`config.mk`:
```
export PLATFORM = sky130hd
export DESIGN_NAME = gpu_frame_sequencer
export DESIGN_NICKNAME = d
export VERILOG_FILES = /design/src/rtl/gpu_frame_sequencer.sv
export SDC_FILE = /design/constraint.sdc
export NUM_CORES = 1
export LEC_CHECK = 0
export CAP_MARGIN = 5
export CORE_MARGIN = 8
export CORE_UTILIZATION = 45
export DETAILED_ROUTE_END_ITERATION = 8
export GPL_TIMING_DRIVEN = 0
export MAX_ROUTING_LAYER = met4
export PLACE_DENSITY = 0.68
export SYNTH_ARGS = -nofsm -noshare
export SYNTH_HDL_FRONTEND = slang
export SYNTH_SLANG_ARGS = --single-unit
```
`constraint.sdc`:
```
create_clock -name clk -period 4.7 [get_ports clk]
set_clock_uncertainty 0.15 [all_clocks]
set_input_delay 0.94 -clock clk [delete_from_list [all_inputs] [get_ports clk]]
set_output_delay 0.94 -clock clk [all_outputs]
set_load 0.01 [all_outputs]
```
`src/rtl/gpu_frame_sequencer.sv`:
```
// rtl/gpu_frame_sequencer.sv - per-frame clear/draw sequencer between CPU descriptors and the gpu draw engine
module gpu_frame_sequencer #(
  parameter int DEPTH     = 4,
  parameter int DRAIN_MIN = 4
) (
  input  logic         clk,
  input  logic         rst,
  input  logic         req_valid,
  output logic         req_ready,
  input  logic [143:0] req_desc,
  input  logic         frame_go,
  input  logic         clear_en,
  input  logic [15:0]  clear_color,
  output logic         busy,
  output logic         frame_done,
  output logic [31:0]  ctrl_address,
  output logic [15:0]  ctrl_address_x,
  output logic [15:0]  ctrl_address_y,
  output logic [15:0]  ctrl_sheetsize,
  output logic [15:0]  ctrl_width,
  output logic [15:0]  ctrl_height,
  output logic [15:0]  ctrl_x,
  output logic [15:0]  ctrl_y,
  output logic         ctrl_draw,
  output logic         ctrl_clear,
  output logic [15:0]  ctrl_clear_color,
  input  logic         ctrl_full,
  input  logic         gpu_idle
);

  localparam int AW = (DEPTH > 1) ? $clog2(DEPTH) : 1;
  localparam int CW = $clog2(DEPTH + 1);
  localparam int DW = $clog2(DRAIN_MIN + 1);

  typedef enum logic [2:0] {
    S_IDLE, S_CLR_REQ, S_CLR_WAIT, S_ISSUE, S_HOLD, S_DRAIN
  } state_t;

  // Descriptor FIFO storage and pointers
  logic [143:0]  mem_q [DEPTH];
  logic [AW-1:0] wr_ptr_q, rd_ptr_q;
  logic [CW-1:0] count_q;
  logic          push, pop;
  logic [143:0]  head;

  // Sequencer state
  state_t        state_q, state_d;
  logic [CW-1:0] remaining_q, remaining_d;
  logic [15:0]   clr_color_q, clr_color_d;
  logic          hold_q, hold_d;
  logic [DW-1:0] drain_cnt_q, drain_cnt_d;
  logic          draw_q, draw_d;
  logic          done_q, done_d;

  // Draw parameters presented to the GPU
  logic [31:0]   address_q;
  logic [15:0]   address_x_q, address_y_q, sheetsize_q, width_q, height_q, x_q, y_q;

  assign req_ready = (count_q != CW'(DEPTH));
  assign push      = req_valid && req_ready;
  assign head      = mem_q[rd_ptr_q];

  // FIFO payload write; contents need no reset since occupancy guards reads
  always_ff @(posedge clk) begin
    if (push) mem_q[wr_ptr_q] <= req_desc;
  end

  // FIFO pointers and occupancy; simultaneous push and pop cancel out
  always_ff @(posedge clk) begin
    if (rst) begin
      wr_ptr_q <= '0;
      rd_ptr_q <= '0;
      count_q  <= '0;
    end else begin
      if (push) wr_ptr_q <= wr_ptr_q + AW'(1);
      if (pop)  rd_ptr_q <= rd_ptr_q + AW'(1);
      if (push && !pop)      count_q <= count_q + CW'(1);
      else if (pop && !push) count_q <= count_q - CW'(1);
    end
  end

  // Sequencer next-state; a strobe is decided in ISSUE and appears registered the next cycle
  always_comb begin
    state_d     = state_q;
    remaining_d = remaining_q;
    clr_color_d = clr_color_q;
    hold_d      = hold_q;
    drain_cnt_d = (drain_cnt_q == DW'(DRAIN_MIN)) ? drain_cnt_q : drain_cnt_q + DW'(1);
    draw_d      = 1'b0;
    done_d      = 1'b0;
    pop         = 1'b0;
    case (state_q)
      S_IDLE: begin
        if (frame_go) begin
          clr_color_d = clear_color;
          remaining_d = count_q;
          drain_cnt_d = '0;
          state_d     = clear_en ? S_CLR_REQ : S_ISSUE;
        end
      end
      S_CLR_REQ:  if (!gpu_idle) state_d = S_CLR_WAIT;
      S_CLR_WAIT: if (gpu_idle)  state_d = S_ISSUE;
      S_ISSUE: begin
        if (remaining_q == '0) begin
          state_d = S_DRAIN;
        end else if (!ctrl_full) begin
          pop         = 1'b1;
          draw_d      = 1'b1;
          remaining_d = remaining_q - CW'(1);
          drain_cnt_d = '0;
          hold_d      = 1'b0;
          state_d     = S_HOLD;
        end
      end
      S_HOLD: begin
        hold_d = 1'b1;
        if (hold_q) state_d = S_ISSUE;
      end
      S_DRAIN: begin
        if ((drain_cnt_q == DW'(DRAIN_MIN)) && gpu_idle) begin
          done_d  = 1'b1;
          state_d = S_IDLE;
        end
      end
      default: state_d = S_IDLE;
    endcase
  end

  // Sequencer registers
  always_ff @(posedge clk) begin
    if (rst) begin
      state_q     <= S_IDLE;
      remaining_q <= '0;
      clr_color_q <= '0;
      hold_q      <= 1'b0;
      drain_cnt_q <= '0;
      draw_q      <= 1'b0;
      done_q      <= 1'b0;
    end else begin
      state_q     <= state_d;
      remaining_q <= remaining_d;
      clr_color_q <= clr_color_d;
      hold_q      <= hold_d;
      drain_cnt_q <= drain_cnt_d;
      draw_q      <= draw_d;
      done_q      <= done_d;
    end
  end

  // Draw parameter latch: loaded from the FIFO head on pop, held otherwise
  always_ff @(posedge clk) begin
    if (rst) begin
      address_q   <= '0;
      address_x_q <= '0;
      address_y_q <= '0;
      sheetsize_q <= '0;
      width_q     <= '0;
      height_q    <= '0;
      x_q         <= '0;
      y_q         <= '0;
    end else if (pop) begin
      address_q   <= head[143:112];
      address_x_q <= head[111:96];
      address_y_q <= head[95:80];
      sheetsize_q <= head[79:64];
      width_q     <= head[63:48];
      height_q    <= head[47:32];
      x_q         <= head[31:16];
      y_q         <= head[15:0];
    end
  end

  assign busy             = (state_q != S_IDLE);
  assign frame_done       = done_q;
  assign ctrl_draw        = draw_q;
  assign ctrl_clear       = (state_q == S_CLR_REQ);
  assign ctrl_clear_color = clr_color_q;
  assign ctrl_address     = address_q;
  assign ctrl_address_x   = address_x_q;
  assign ctrl_address_y   = address_y_q;
  assign ctrl_sheetsize   = sheetsize_q;
  assign ctrl_width       = width_q;
  assign ctrl_height      = height_q;
  assign ctrl_x           = x_q;
  assign ctrl_y           = y_q;

endmodule

```
# ---- Yosys cells after proc, flatten, opt, wreduce, memory -nomap -nowiden
# Memory sizes are Yosys's and may differ from the RTL's. A register that Yosys moved wholly into a read port is not among the register bits.
# Index checks and enable logic that the tools add are counted.
dict set report totals {
  n_memories 1
  ff_bits 35
  mem_bits_rw 576
  in_bits 167
}
dict set report op_classes {
  n_eq_ne 15
  mux 29
  addsub 6
  bitwise_logic 1
  n_reduce_logical 17
}
# memory words word_bits read_ports rd_clocked_by_memory_dff write_ports line
set memory_table {}
lappend memory_table {mem_q 4 144 1 1 1 40} ;# logic [143:0] mem_q [DEPTH];
# op n
set ops {}
lappend ops {{$mux W3} 16}
lappend ops {{$pmux W3 S6} 1}
lappend ops {{$ne A2 B2 Y1 const B} 7}
lappend ops {{$pmux W3 S2} 2}
lappend ops {{$eq A3 B3 Y1 const B} 3}
lappend ops {{$mux W1} 8}
lappend ops {{$add A3 B1 Y3 const B} 2}
lappend ops {{$eq A3 B2 Y1 const B} 2}
lappend ops {{$logic_not A3 Y1} 2}
lappend ops {{$ne A3 B3 Y1 const B} 2}
lappend ops {{$reduce_and A6 Y1} 1}
lappend ops {{$reduce_bool A2 Y1} 3}
lappend ops {{$sub A3 B1 Y3 const B} 2}
lappend ops {{$add A2 B1 Y2 const B} 2}
lappend ops {{$logic_and A1 B1 Y1} 4}
lappend ops {{$reduce_and A4 Y1} 1}
lappend ops {{$eq A3 B1 Y1 const B} 1}
lappend ops {{$reduce_and A3 Y1} 1}
lappend ops {{$reduce_bool A3 Y1} 1}
lappend ops {{$logic_not A1 Y1} 2}
lappend ops {{$mux W2} 1}
lappend ops {{$pmux W1 S2} 1}
lappend ops {{$reduce_and A2 Y1} 1}
lappend ops {{$reduce_or A2 Y1} 1}
lappend ops {{$not A1 Y1} 1}

# ---- Longest topological paths before layout
# Gate-level depths: netlist of the first run.
dict set report depth {
  ltp_word 6
  ltp_mapped 12
}

# ---- Worst setup path before layout of the first run
# OpenSTA, ideal clock, no wires.
dict set report synth_path {
  kind {input to register}
  startpoint {input port req_valid}
  endpoint {memory mem_q[3][0], enable pin}
  setup_time_ns 0.522
  n_path_buf 0
  t_required_ns 4.028
  path_stages 1
  arrival_ns 4.297
  setup_slack_ns -0.269
  cell_sequence {and3_1}
}
dict set report synth_between {
  elab_chain_cells 3
}
# element line
set synth_rtl {}
lappend synth_rtl {{start, declared} 8} ;# input logic req_valid,
lappend synth_rtl {{$logic_and A1 B1 Y1} 60} ;# assign push = req_valid && req_ready;
lappend synth_rtl {{$mux W1} 65} ;# if (push) mem_q[wr_ptr_q] <= req_desc;
lappend synth_rtl {{$mux W1 (not written as such)} 65}
lappend synth_rtl {{end, declared} 40}
# Every way passes these cells.

# ---- Worst setup path after layout of the first run
dict set report layout_path {
  startpoint {register count_q[0]}
  endpoint {output port req_ready}
}
dict set report layout_between {
  elab_chain_cells 1
}
# element line
set layout_rtl {}
lappend layout_rtl {{start, declared} 42} ;# logic [CW-1:0] count_q;
lappend layout_rtl {{start signal, assigned} 77} ;# if (push && !pop) count_q <= count_q + CW'(1);
lappend layout_rtl {{start signal, assigned} 78} ;# else if (pop && !push) count_q <= count_q - CW'(1);
lappend layout_rtl {{$ne A3 B3 Y1} 59} ;# assign req_ready = (count_q != CW'(DEPTH));
lappend layout_rtl {{end, declared} 9} ;# output logic req_ready,
# Every way passes these cells.

==> impl_metrics.json, run 1 <==
{
  "hold_depth": 2,
  "timing.rr.start": "remaining_q[0]$_SDFFE_PP0P_",
  "wirelength_mm": 64.93,
  "num_rows": 90,
  "netlist.top_cell.by_area": "edfxtp_1",
  "fin_nets": 2172,
  "synthArstFlopShare_pct": 0,
  "grt_overflow_total": 0,
  "outcome": "complete, no violations",
  "fmax_ghz": 0.3053,
  "ys_warn_count": 0,
  "crit_required_ps": 3610,
  "reg2reg_to": "count_q[2]$_SDFFE_PP0P_",
  "reg2reg_depth": 12,
  "antenna_found_initial": 14,
  "rsz0062_at_grt": "false",
  "syn_area_mm2": 0.02733,
  "power_leakage_nw": 10.90,
  "netlist_instances": 1577,
  "grt_pass1_vias": 15710,
  "grt_pass1_wl_mm": 97.57,
  "clock-sinks": 755,
  "clkTransAtPathRegs_ps": 60,
  "syn_nets": 1754,
  "min_from": "ctrl_y[2]$_SDFFE_PP0P_",
  "syn_avg_cell_area_um2": 17.33,
  "gp_congestion": 0.7708,
  "synth_edf_count": 576,
  "h-tree-depth": 3,
  "hold_path_class": "reg -> reg",
  "slew_headroom_pct": 37.36,
  "drt_first_iter_violations": 1074,
  "drive_gt1_share_pct": 16.12,
  "end_kind": "output port",
  "cts_tree": "done",
  "netlist.area_leader.share_pct": 63.28,
  "die_w_um": 262.5,
  "ff2ff_setup_slack_ps": 1480,
  "power_density_mw_per_mm2": 450.2,
  "die_height_um": 262.5,
  "setup_tns_ps": 0,
  "worstPathMaxFanout": 7,
  "gr-usage-all-layers_pct": 19.06,
  "hold_viol": 0,
  "ctsResizeCount": 0,
  "root_buffer": "clkbuf_16",
  "routedWlPerCell_um": 22.72,
  "critPathLaunchType": "flip-flop",
  "critical_path_class": "reg -> out",
  "clockBufferDepth": 3,
  "io_pins": 332,
  "clock_latency_ps": 600,
  "worstMarginPinSlew_ps": 939.6,
  "holdBufCountCts": 0,
  "vias_per_cell": 5.293,
  "post-dp-hpwl_mm": 42.00,
  "synth.distinct_cells": 47,
  "period_minus_slack_ps": 3275,
  "worstPathArrival_ps": 2190,
  "ys_seq_area_share_pct": 76.39,
  "first_pass_iters": 5,
  "ys_dominant_reg_cell": "edfxtp_1",
  "vias": 15130,
  "p_total_mw": 15.50,
  "start_util_pct": 45.37,
  "area_growth_pct": 25.97,
  "postCtsSetupBuffers": 0,
  "ys_top_cells_by_area": "edfxtp_1 (63%), dfxtp_1 (13%), mux4_2 (12%)",
  "portBuffers": 330,
  "mostFrequentLayoutCells": "edfxtp_1 (576), clkdlybuf4s50_1 (330), nand2_1 (327)",
  "synth_seq_cells": 755,
  "ant_nets": 0,
  "fin_hold_ws_ps": 302.8,
  "drc_errors": 0,
  "fp.dieArea_mm2": 0.06888,
  "core_area_mm2": 0.06025,
  "setup_viol": 0,
  "cap_violations": 0,
  "final_common_cell": "edfxtp_1",
  "cts_made_buffers": 78,
  "grt_max_degree": 55,
  "worstHoldEndpoint": "ctrl_y[2]$_SDFFE_PP0P_",
  "peakVddDrop_mv": 0.3234,
  "slew_violations": 0,
  "post-route-period-util_pct": 69.68
}
==> kinds of logic after synthesis <==
kind of cell	after synthesis	share of synthesized area, %
compound gates	185	3.690
xor+xnor	6	0.1923
fa+ha+maj	10	0.4852
buf+inv	102	1.740
flops	755	76.39
mux	146	11.96
simple gates	373	5.544
==> flip-flops by register name, indices dropped and copies added, names as in the netlist, 2 cells and up <==
register / flops
mem_q: 576
ctrl_address: 32
ctrl_address_x: 16
ctrl_address_y: 16
ctrl_clear_color: 16
ctrl_height: 16
ctrl_sheetsize: 16
ctrl_width: 16
ctrl_x: 16
ctrl_y: 16
count_q: 3
drain_cnt_q: 3
remaining_q: 3
state_q: 3
rd_ptr_q: 2
wr_ptr_q: 2
==> critical path, stage by stage, from the launching register on <==
cell and delay [ps]:
dfxtp_1 380, or3b_2 490, clkbuf_1 190, clkdlybuf4s50_1 530
==> synth_stat cells (all sizes together) (3+ instances only) <==
cell type,count
a21oi,167
a31oi,3
and3,5
buf,51
clkbuf,41
dfxtp,179
edfxtp,576
ha,9
inv,10
mux4,144
nand2,327
nand2b,3
nor2,13
nor3,5
nor3b,3
o21ai,6
xnor2,3
xor2,3
==> report_power, final <==
| group | internal [mW] | switching (mW) |
|---|---|---|
| Clock | 3.56 | 2.49 |
| Combinational | 0.682 | 0.867 |
| Sequential | 7.76 | 0.152 |
==> per-layer routing <==
| metal | up-vias | wire length [µm] | track usage [%] |
|---|---|---|---|
| met5 | - | 0 | - |
| met1 | 7677 | 26810 | 23.83 |
| li1 | 6880 | - | - |
| met4 | 0 | 1683 | 6.824 |
| met3 | 109 | 4456 | 4.537 |
| met2 | 461 | 31990 | 30.41 |
==> layout make-up <==
| cell class | instances | area, µm² |
|---|---|---|
| tap | 782 | 978.4 |
| inverter | 10 | 37.54 |
| timing repair buffer | 338 | 3523 |
| multi-input combinational | 720 | 5997 |
| sequential | 755 | 20880 |
| clock inverter | 38 | 341.6 |
| clock buffer | 107 | 2195 |
| fill | 4591 | 25810 |
| buffer | 92 | 437.9 |
| antenna | 16 | 40.04 |
==> worst max-delay path by stage <==
stage | from | end | slack, ps | depth (start not counted)
floorplan | req_valid | mem_q[3][0]$_DFFE_PP_ | 1380 | 1
global placement | req_valid | mem_q[3][91]$_DFFE_PP_ | -710 | 2
detailed placement | ctrl_full | count_q[2]$_SDFFE_PP0P_ | 830 | 10
CTS | count_q[0]$_SDFFE_PP0P_ | req_ready | 1380 | 3
global route | remaining_q[0]$_SDFFE_PP0P_ | count_q[2]$_SDFFE_PP0P_ | 1170 | 12
finish | count_q[0]$_SDFFE_PP0P_ | req_ready | 1420 | 3
==> metrics by stage <==
| stage | worst slack, ps | instance area, µm² | util [%] | std cells |
|---|---|---|---|---|
| final | 1425 | 34430 | 57.15 | 2858 |
| after global routing | 1166 | 34420 | 57.14 | 2855 |
| after CTS | 1381 | 34390 | 57.08 | 2842 |
| after detailed placement | 834.7 | 31850 | 52.87 | 2697 |
| after global placement | -708.5 | 31620 | 52.48 | 2689 |
| after floorplan | 1383 | 27340 | - | 1577 |
Note: power is estimated with default switching activity, not from simulation.
==> run 2: changes to the inputs <==
- PLACE_DENSITY: 0.68 -> 0.66
- clock period: 4.7 -> 3.4 ns (I/O delays scaled with it)
==> run 2 against run 1 <==
  * Sequential share of layout area barely moved
  * Non-clock buffer count rose by 1
  * Via count fell by 1.0%
  * Combinational power rose by 37%
  * Final area barely moved
  * Critical path depth rose by 9
  * Critical endpoint is now count_q[2]$_SDFFE_PP0P_
  * Largest cell class unchanged
  * Sequential power rose by 38%
  * Critical path type is now reg -> reg
  * Register-to-register slack got worse by 1200 ps
  * Utilization barely moved
  * Power rose by 39%
  * Global-route usage rose by 0.26 points
  * Die area did not move
==> impl_metrics.json, run 2 (synthesis gave the netlist of run 1 again) <==
{
  "outcome": "complete, no violations",
  "post_dp_cell_area_mm2": 0.03187,
  "fill_cells": 4678,
  "clkTransAtPathRegs_ps": 60,
  "gr-usage-all-layers_pct": 19.32,
  "min_from": "ctrl_y[8]$_SDFFE_PP0P_",
  "switching_power_mw": 4.839,
  "worstPathMaxFanout": 10,
  "power_density_mw_per_mm2": 623.6,
  "power_leakage_nw": 10.92,
  "rsz0062_at_grt": "false",
  "start_util_pct": 45.37,
  "fin_nets": 2172,
  "peakVddDrop_mv": 0.3917,
  "period_minus_slack_ps": 3126,
  "fp.dieArea_mm2": 0.06888,
  "clockBufferDepth": 3,
  "mostFrequentLayoutCells": "edfxtp_1 (576), clkdlybuf4s50_1 (330), nand2_1 (327)",
  "die_height_um": 262.5,
  "antenna_found_initial": 10,
  "holdBufCountCts": 0,
  "worstPathArrival_ps": 3510,
  "fin_util_pct": 57.16,
  "regMostFlops": "mem_q",
  "critPathLaunch": "remaining_q[0]$_SDFFE_PP0P_",
  "post-dp-hpwl_mm": 42.67,
  "post-route-period-util_pct": 91.93,
  "reg2reg_depth": 12,
  "io_pins": 332,
  "grt_pass1_wl_mm": 98.29,
  "area_growth_pct": 25.99,
  "grt_max_degree": 54,
  "worstMarginPinSlew_ps": 1001,
  "grt_overflow_total": 0,
  "portBuffers": 330,
  "wirelength_mm": 65.21,
  "ant_nets": 0,
  "setup_ws_ps": 274.4,
  "pre_cts_ws_ps": -83.49,
  "fmax_ghz": 0.3199,
  "vias": 14970,
  "drc_errors": 0,
  "slew_violations": 0,
  "hold_viol": 0,
  "final_area_mm2": 0.03444,
  "cts_made_buffers": 77,
  "fin_hold_ws_ps": 301.3,
  "end_kind": "flip-flop",
  "h-tree-depth": 3,
  "timing.rr.start": "remaining_q[0]$_SDFFE_PP0P_",
  "core_area_mm2": 0.06025,
  "gp_congestion": 0.8149,
  "grt_pass1_vias": 15830,
  "first_pass_iters": 5,
  "vias_per_cell": 5.254,
  "slew_headroom_pct": 33.27,
  "largest_reg_flops": 576,
  "root_buffer": "clkbuf_16",
  "power_frac_comb_pct": 9.9,
  "power.share.switching_pct": 22.53,
  "cap_violations": 0,
  "critical_path_class": "reg -> reg",
  "clock-sinks": 755,
  "power_frac_seq_pct": 50.8,
  "final_common_cell": "edfxtp_1",
  "setup_viol": 0,
  "routedWlPerCell_um": 22.89,
  "hold_path_class": "reg -> reg",
  "internal-power_mw": 16.63,
  "p_total_mw": 21.47,
  "postCtsSetupBuffers": 0,
  "cts_tree": "done",
  "hold_depth": 2,
  "drive_gt1_share_pct": 16.42,
  "clock_latency_ps": 610,
  "crit_required_ps": 3790,
  "ctsResizeCount": 0,
  "critPathLaunchType": "flip-flop",
  "power_frac_clock_pct": 39.3,
  "die_w_um": 262.5,
  "num_rows": 90,
  "drt_first_iter_violations": 1060
}
## run 2: routing by layer
metal	vias to the layer above	part of all wire (%)	routed length [µm]	GRT usage, %
li1	6866	-	-	-
met1	7583	41	26860	23.95
met2	399	50	32770	31.45
met3	121	5.7	3734	4.397
met4	0	2.8	1853	6.418
met5	-	0	0	-
## run 2: through the flow
stage / cells / setup TNS, ps
2_1_floorplan: 1577 / 0
3_3_place_gp: 2689 / -1024620
6_report: 2849 / 0
3_5_place_dp: 2698 / -83.49
4_1_cts: 2840 / 0
5_1_grt: 2849 / 0
## run 2: worst max-delay path, stage by stage (launching register included)
cell      delay (ps)
dfxtp_1          290
inv_1            120
ha_1             190
nor2b_1          340
nor3_2            70
inv_1             90
clkbuf_1         440
ha_1             290
inv_1             70
fa_1             370
xor2_1           170
or3_1            310
a21oi_1          140
## run 2: cell type report
class                           instances  area (µm²)  area share, %
Multi-Input combinational cell        720        5997          17.42
Timing Repair Buffer                  339        3543          10.29
Clock inverter                         34       352.8          1.025
Clock buffer                          108        2186          6.348
Inverter                               10       37.54         0.1090
Antenna cell                            9       22.52        0.06540
Tap cell                              782       978.4          2.841
Buffer                                 92       437.9          1.272
Sequential cell                       755       20880          60.64
## run 2: final timing paths
check,end,slack [ps]
worst min register to register,ctrl_y[8]$_SDFFE_PP0P_,300
worst min-delay path,ctrl_y[8]$_SDFFE_PP0P_,300
worst max-delay path,count_q[2]$_SDFFE_PP0P_,270
worst max register to register,count_q[2]$_SDFFE_PP0P_,270
## run 2: power by group through the flow
stage | combinational [mW] | sequential, mW | clock [mW]
floorplan | 1.16 | 11.1 | 0
global placement | 2.03 | 11.2 | 0
detailed placement | 2.16 | 11.1 | 0
CTS | 2.17 | 10.9 | 8.63
global route | 2.30 | 11.0 | 8.96
finish | 2.12 | 10.9 | 8.44
